--- config.mk ---
export PLATFORM = sky130hd
export DESIGN_NAME = menu_input_decoder
export DESIGN_NICKNAME = d
export VERILOG_FILES = /design/src/rtl/menu_input_decoder.sv
export SDC_FILE = /design/constraint.sdc
export NUM_CORES = 1
export LEC_CHECK = 0
export CAP_MARGIN = 10
export CORE_UTILIZATION = 56
export DETAILED_ROUTE_END_ITERATION = 8
export GPL_ROUTABILITY_DRIVEN = 0
export PLACE_DENSITY_LB_ADDON = 0.15
export REMOVE_ABC_BUFFERS = 1
export SYNTH_ARGS = -nofsm -noshare
export SYNTH_HDL_FRONTEND = slang
export SYNTH_SLANG_ARGS = --single-unit
--- constraint.sdc ---
create_clock -name clk -period 1.8 [get_ports clk]
set_clock_uncertainty 0.2 [all_clocks]
set_input_delay 0.27 -clock clk [delete_from_list [all_inputs] [get_ports clk]]
set_output_delay 0.27 -clock clk [all_outputs]
set_load 0.02 [all_outputs]
--- src/rtl/menu_input_decoder.sv ---
// Conditions raw menu buttons and the left mouse button into one-hot,
// single-cycle command pulses, with fixed-priority arbitration and direction auto-repeat.
module menu_input_decoder #(
    parameter int DEBOUNCE_CYCLES = 1_000_000,
    parameter int REPEAT_DELAY    = 25_000_000,
    parameter int REPEAT_PERIOD   = 10_000_000
) (
    input  logic clk,
    input  logic rst,
    input  logic btn_up,
    input  logic btn_down,
    input  logic btn_right,
    input  logic btn_left,
    input  logic mouse_left_raw,
    output logic top,
    output logic bottom,
    output logic right,
    output logic left,
    output logic mouse_left
);
    localparam int NCH  = 5;
    localparam int CW   = $clog2(DEBOUNCE_CYCLES + 1);
    localparam int RMAX = (REPEAT_DELAY > REPEAT_PERIOD) ? REPEAT_DELAY : REPEAT_PERIOD;
    localparam int TW   = $clog2(RMAX + 1);

    localparam logic [CW-1:0] DB_LIM = CW'(DEBOUNCE_CYCLES);
    localparam logic [TW-1:0] RD_LIM = TW'(REPEAT_DELAY);
    localparam logic [TW-1:0] RP_LIM = TW'(REPEAT_PERIOD);
    localparam logic [TW-1:0] T_ONE  = TW'(1);

    // Channel index doubles as the bit position in every per-channel vector.
    localparam logic [2:0] CH_MOUSE = 3'd0;
    localparam logic [2:0] CH_DOWN  = 3'd1;
    localparam logic [2:0] CH_UP    = 3'd2;
    localparam logic [2:0] CH_RIGHT = 3'd3;
    localparam logic [2:0] CH_LEFT  = 3'd4;

    typedef enum logic [1:0] {IDLE, DELAY, REPEAT} state_t;

    logic [NCH-1:0] raw;
    logic [NCH-1:0] s1_q, s1_d, s2_q, s2_d;
    logic [NCH-1:0] stb_q, stb_d, prev_q, prev_d;
    logic [CW-1:0]  cnt_q [NCH];
    logic [CW-1:0]  cnt_d [NCH];
    logic [NCH-1:0] press;

    state_t         state_q, state_d;
    logic [2:0]     active_q, active_d;
    logic [TW-1:0]  timer_q, timer_d;
    logic [NCH-1:0] out_q, out_d;
    logic           dir_press;
    logic [2:0]     dir_win;
    logic           repeat_fire;

    assign raw    = {btn_left, btn_right, btn_up, btn_down, mouse_left_raw};
    assign s1_d   = raw;
    assign s2_d   = s1_q;
    assign prev_d = stb_q;
    assign press  = stb_q & ~prev_q;

    always_comb begin
        stb_d = stb_q;
        for (int i = 0; i < NCH; i++) begin
            cnt_d[i] = '0;
            if (s2_q[i] != stb_q[i]) begin
                if (cnt_q[i] == DB_LIM) begin
                    stb_d[i] = s2_q[i];
                end else begin
                    cnt_d[i] = cnt_q[i] + 1'b1;
                end
            end
        end
    end

    always_comb begin
        state_d     = state_q;
        active_d    = active_q;
        timer_d     = timer_q;
        out_d       = '0;
        dir_press   = 1'b0;
        dir_win     = active_q;
        repeat_fire = 1'b0;

        if (press[CH_DOWN]) begin
            dir_press = 1'b1;
            dir_win   = CH_DOWN;
        end else if (press[CH_UP]) begin
            dir_press = 1'b1;
            dir_win   = CH_UP;
        end else if (press[CH_RIGHT]) begin
            dir_press = 1'b1;
            dir_win   = CH_RIGHT;
        end else if (press[CH_LEFT]) begin
            dir_press = 1'b1;
            dir_win   = CH_LEFT;
        end

        if (press[CH_MOUSE]) begin
            out_d[CH_MOUSE] = 1'b1;
        end

        // A mouse press wins the cycle but leaves the repeat machinery running.
        if (dir_press && !press[CH_MOUSE]) begin
            out_d[dir_win] = 1'b1;
            active_d       = dir_win;
            timer_d        = T_ONE;
            state_d        = DELAY;
        end else begin
            case (state_q)
                IDLE: begin
                    timer_d = '0;
                end
                DELAY: begin
                    if (!stb_q[active_q]) begin
                        state_d = IDLE;
                        timer_d = '0;
                    end else if (timer_q == RD_LIM) begin
                        repeat_fire = 1'b1;
                        timer_d     = T_ONE;
                        state_d     = REPEAT;
                    end else begin
                        timer_d = timer_q + 1'b1;
                    end
                end
                REPEAT: begin
                    if (!stb_q[active_q]) begin
                        state_d = IDLE;
                        timer_d = '0;
                    end else if (timer_q == RP_LIM) begin
                        repeat_fire = 1'b1;
                        timer_d     = T_ONE;
                    end else begin
                        timer_d = timer_q + 1'b1;
                    end
                end
                default: begin
                    state_d = IDLE;
                    timer_d = '0;
                end
            endcase
            if (repeat_fire && !press[CH_MOUSE]) begin
                out_d[active_q] = 1'b1;
            end
        end
    end

    always_ff @(posedge clk) begin
        if (!rst) begin
            s1_q   <= '0;
            s2_q   <= '0;
            stb_q  <= '0;
            prev_q <= '0;
            for (int i = 0; i < NCH; i++) begin
                cnt_q[i] <= '0;
            end
            state_q  <= IDLE;
            active_q <= '0;
            timer_q  <= '0;
            out_q    <= '0;
        end else begin
            s1_q     <= s1_d;
            s2_q     <= s2_d;
            stb_q    <= stb_d;
            prev_q   <= prev_d;
            cnt_q    <= cnt_d;
            state_q  <= state_d;
            active_q <= active_d;
            timer_q  <= timer_d;
            out_q    <= out_d;
        end
    end

    assign mouse_left = out_q[CH_MOUSE];
    assign bottom     = out_q[CH_DOWN];
    assign top        = out_q[CH_UP];
    assign right      = out_q[CH_RIGHT];
    assign left       = out_q[CH_LEFT];

endmodule

==> impl_metrics.py <==
metrics = {
    "status": {
        "outcome": "finished with violations",
        "failed_checks": "setup timing",
    },
    "timing": {
        "post-route-min-period_ns": 2.14,
        "final_max_slew_viol_count": 0,
        "timing.final.ws_setup_ns": -0.340,
        "finalHoldViolCount": 0,
        "grt_setup_unrepaired": "yes",
        "setup_viol": 132,
        "hold_ws_ns": 0.235,
        "setup-tns-final_ns": -23.66,
        "period_share_pct": 119,
        "slew_hr_pct": 66.6,
        "worst_slew_pin_slew_ns": 0.500,
        "achievable_frequency_mhz": 467,
    },
    "worst_hold_path": {
        "hold-path-cell-count": 1,
        "min_from": "s1_q[0]",
        "hold_endpoint": "s2_q[0]",
        "worstHoldPathType": "reg2reg",
    },
    "logic_synthesis": {
        "postSynth.topFlopCell": "sky130_fd_sc_hd__dfxtp_1",
        "synth-compound-area-share_pct": 3.28,
        "yosysWarnings": 0,
        "yosys-mux-area-fraction_pct": 0.837,
        "syn-cell-area_um2": 7170,
        "synth_xor_xnor_area_share_pct": 14.4,
        "synth_edf_count": 0,
        "ys_seq_elements": 155,
        "synth_seq_area_share_pct": 43.3,
        "synth-async-reset-ratio_pct": 0,
        "avgSynthCellArea_um2": 8.88,
        "synthSimpleGateAreaFrac_pct": 31.6,
        "synth_top_family_by_area": "simple AND/OR/NAND/NOR gates",
        "ys_types": 59,
        "adder_cell_fraction_of_synth_area_pct": 2.62,
        "synthesized_netlist_cell_count": 808,
    },
    "clock_network": {
        "tritoncts_num_sinks": 155,
        "htreeDepth": 4,
        "cts_tree": "done",
        "clock_tree.root_cell": "sky130_fd_sc_hd__clkbuf_16",
        "cts_hold_buffers": 0,
        "cts-buffers-inserted": 17,
        "clock_pin_slew_on_the_worst_setup_and_hold_paths_ns": 0.06,
        "clock_insertion_delay_worst_skew_ns": 0.44,
        "max-clock-path-buffers": 2,
    },
    "critical_path": {
        "worstPathArrival_ns": 2.31,
        "crit_path_category": "reg2reg",
        "setup.worst_path.start_class": "register",
        "setup.worst_path.start": "timer_q[0]",
        "crit_path_end_kind": "register",
        "r2r_setup_slack_ns": -0.34,
        "crit-reg2reg-capture": "out_q[1]",
        "worstPathMaxFanout": 4,
        "timing.critical_path.required_ns": 1.97,
        "startpoint_of_the_worst_slack_reg_to_reg_timing_path": "timer_q[0]",
        "r2r.worst_path.cells": 7,
    },
    "final_layout": {
        "most_frequent_standard_cell_in_the_layout_excluding_fill_and_tap_cells": "sky130_fd_sc_hd__buf_4",
        "share_of_layout_cells_above_drive_strength_1_pct": 40.9,
        "top_library_cells_by_usage_in_the_layout_fill_and_taps_aside": "sky130_fd_sc_hd__buf_4 (154), sky130_fd_sc_hd__dfxtp_1 (131), sky130_fd_sc_hd__xnor2_1 (68)",
        "flow.area_growth_from_synthesis_pct": 48.0,
        "final_core_util_pct": 86.6,
        "post-route-cell-area_um2": 10600,
        "final_nets": 1017,
        "antenna-diode-count": 0,
    },
    "floorplanning": {
        "die_height_um": 115,
        "initial_core_util_pct": 58.5,
        "dieArea_um2": 13300,
        "floorplan.die.width_um": 115,
        "standard_cell_row_count": 40,
        "i_o_pin_count": 12,
        "core-area_um2": 12300,
    },
    "power": {
        "max-vdd-ir-drop_v": 0.000667,
        "power_leakage_uw": 0.00375,
        "design_power_total_uw": 7460,
        "pwr_cell_area_nw_per_um2": 703,
    },
    "place": {
        "io_buffers": 11,
        "placement.cell_area_um2": 8550,
        "dpl.hpwl_um": 10500,
    },
    "global_routing": {
        "grt_max_degree": 21,
        "grtUsageTotal_pct": 26.3,
        "first_global_vias": 6220,
        "final_global_route_overflow_total": 0,
        "global_route_wire_length_before_repair_um": 27800,
        "antenna_found_initial": 0,
    },
    "drt": {
        "detail_route.first_pass.iterations": 5,
        "number_of_vias_after_detailed_routing": 6742,
        "drc_errors": 0,
        "routedWlPerCell_um": 18.9,
        "routed_wl_um": 22300,
        "route.antenna.remaining_nets": 0,
        "detail_route.iter0.violations": 466,
        "vias_per_cell": 5.73,
    },
    "job": {
        "drv_cap": 0,
    },
}
==> per-layer routing <==
| layer | GRT usage, % | part of all wire (%) | wire [um] |
|---|---|---|---|
| met5 | 0 | 0 | 0 |
| met4 | 9.87 | 4.1 | 907 |
| met3 | 5.48 | 4.6 | 1030 |
| met2 | 46.6 | 52 | 11600 |
| met1 | 31.1 | 39 | 8760 |
==> critical path, cell delays in order, from the launching register on <==
cell	delay [ns]
sky130_fd_sc_hd__dfxtp_2	0.32
sky130_fd_sc_hd__inv_2	0.05
sky130_fd_sc_hd__ha_1	0.13
sky130_fd_sc_hd__nor4b_4	0.31
sky130_fd_sc_hd__nand3_1	0.27
sky130_fd_sc_hd__nor4_4	0.42
sky130_fd_sc_hd__o2111ai_4	0.18
sky130_fd_sc_hd__a21oi_2	0.19
==> what timing repair did <==
action	CTS	global route
resized for setup	71	183
endpoints found under the setup margin	142	134
pin swaps	22	87
setup buffers	7	12
cloned	0	13
==> power breakdown <==
part / internal [uW] / switching (uW) / total, uW
logic: 89.3 / 88.0 / 177
registers: 3440 / 8.91 / 3450
clock network: 2410 / 1430 / 3830
==> cell type report <==
class | count | area, um^2
fill | 575 | 1650
clock buffer | 27 | 523
timing repair buffer | 193 | 1770
clock inverter | 5 | 104
multi-input combinational | 592 | 4730
tap | 168 | 210
inverter | 36 | 135
sequential | 155 | 3140
==> sequential cells by signal, indices dropped and copies added, names as in the netlist <==
| name | count |
|---|---|
| cnt_q | 100 |
| timer_q | 25 |
| out_q | 5 |
| prev_d | 5 |
| prev_q | 5 |
| s1_q | 5 |
| s2_q | 5 |
| active_q | 3 |
| state_q | 2 |
==> how the worst max path moves through the flow <==
stage / to / slack [ns] / depth (start not counted)
final: out_q[1] / -0.34 / 7
after CTS: timer_q[16] / -0.20 / 8
after detailed placement: out_q[2] / -0.33 / 6
after global routing: timer_q[23] / -0.45 / 8
after floorplan: timer_q[13] / -0.40 / 7
after global placement: out_q[2] / -0.20 / 6
==> cells by family (layout without fill, tap and decap cells) <==
logic type	Yosys count	in the layout
multiplexers	6	6
flip-flops	155	155
AND/OR/NAND/NOR	423	423
XOR/XNOR	118	118
AO/OA/AOI/OAI	30	30
buffers and inverters	61	261
adder cells (fa/ha/maj)	15	15
==> cells in the mapped netlist (all sizes together), types with 10 or more instances <==
master | number | share of area [%]
nor2 | 162 | 9.2
nor2b | 10 | 0.87
nand2 | 43 | 2.3
inv | 36 | 1.9
and2 | 18 | 1.6
xnor2 | 70 | 8.5
nand4 | 29 | 2.7
nor4b | 10 | 1.8
dfxtp | 155 | 43
nand3 | 52 | 3.6
xor2 | 48 | 5.9
nor4 | 16 | 1.5
nor3 | 23 | 1.7
buf | 18 | 1.7
and3 | 17 | 1.5
ha | 15 | 2.6
==> through the flow <==
step | std cells | setup slack, ns
after global routing | 1176 | -0.447
after global placement | 1112 | -0.204
after floorplan | 783 | -0.401
final | 1176 | -0.340
after CTS | 1151 | -0.199
after detailed placement | 1112 | -0.326
No activity file was read; power rests on OpenSTA's default activity.
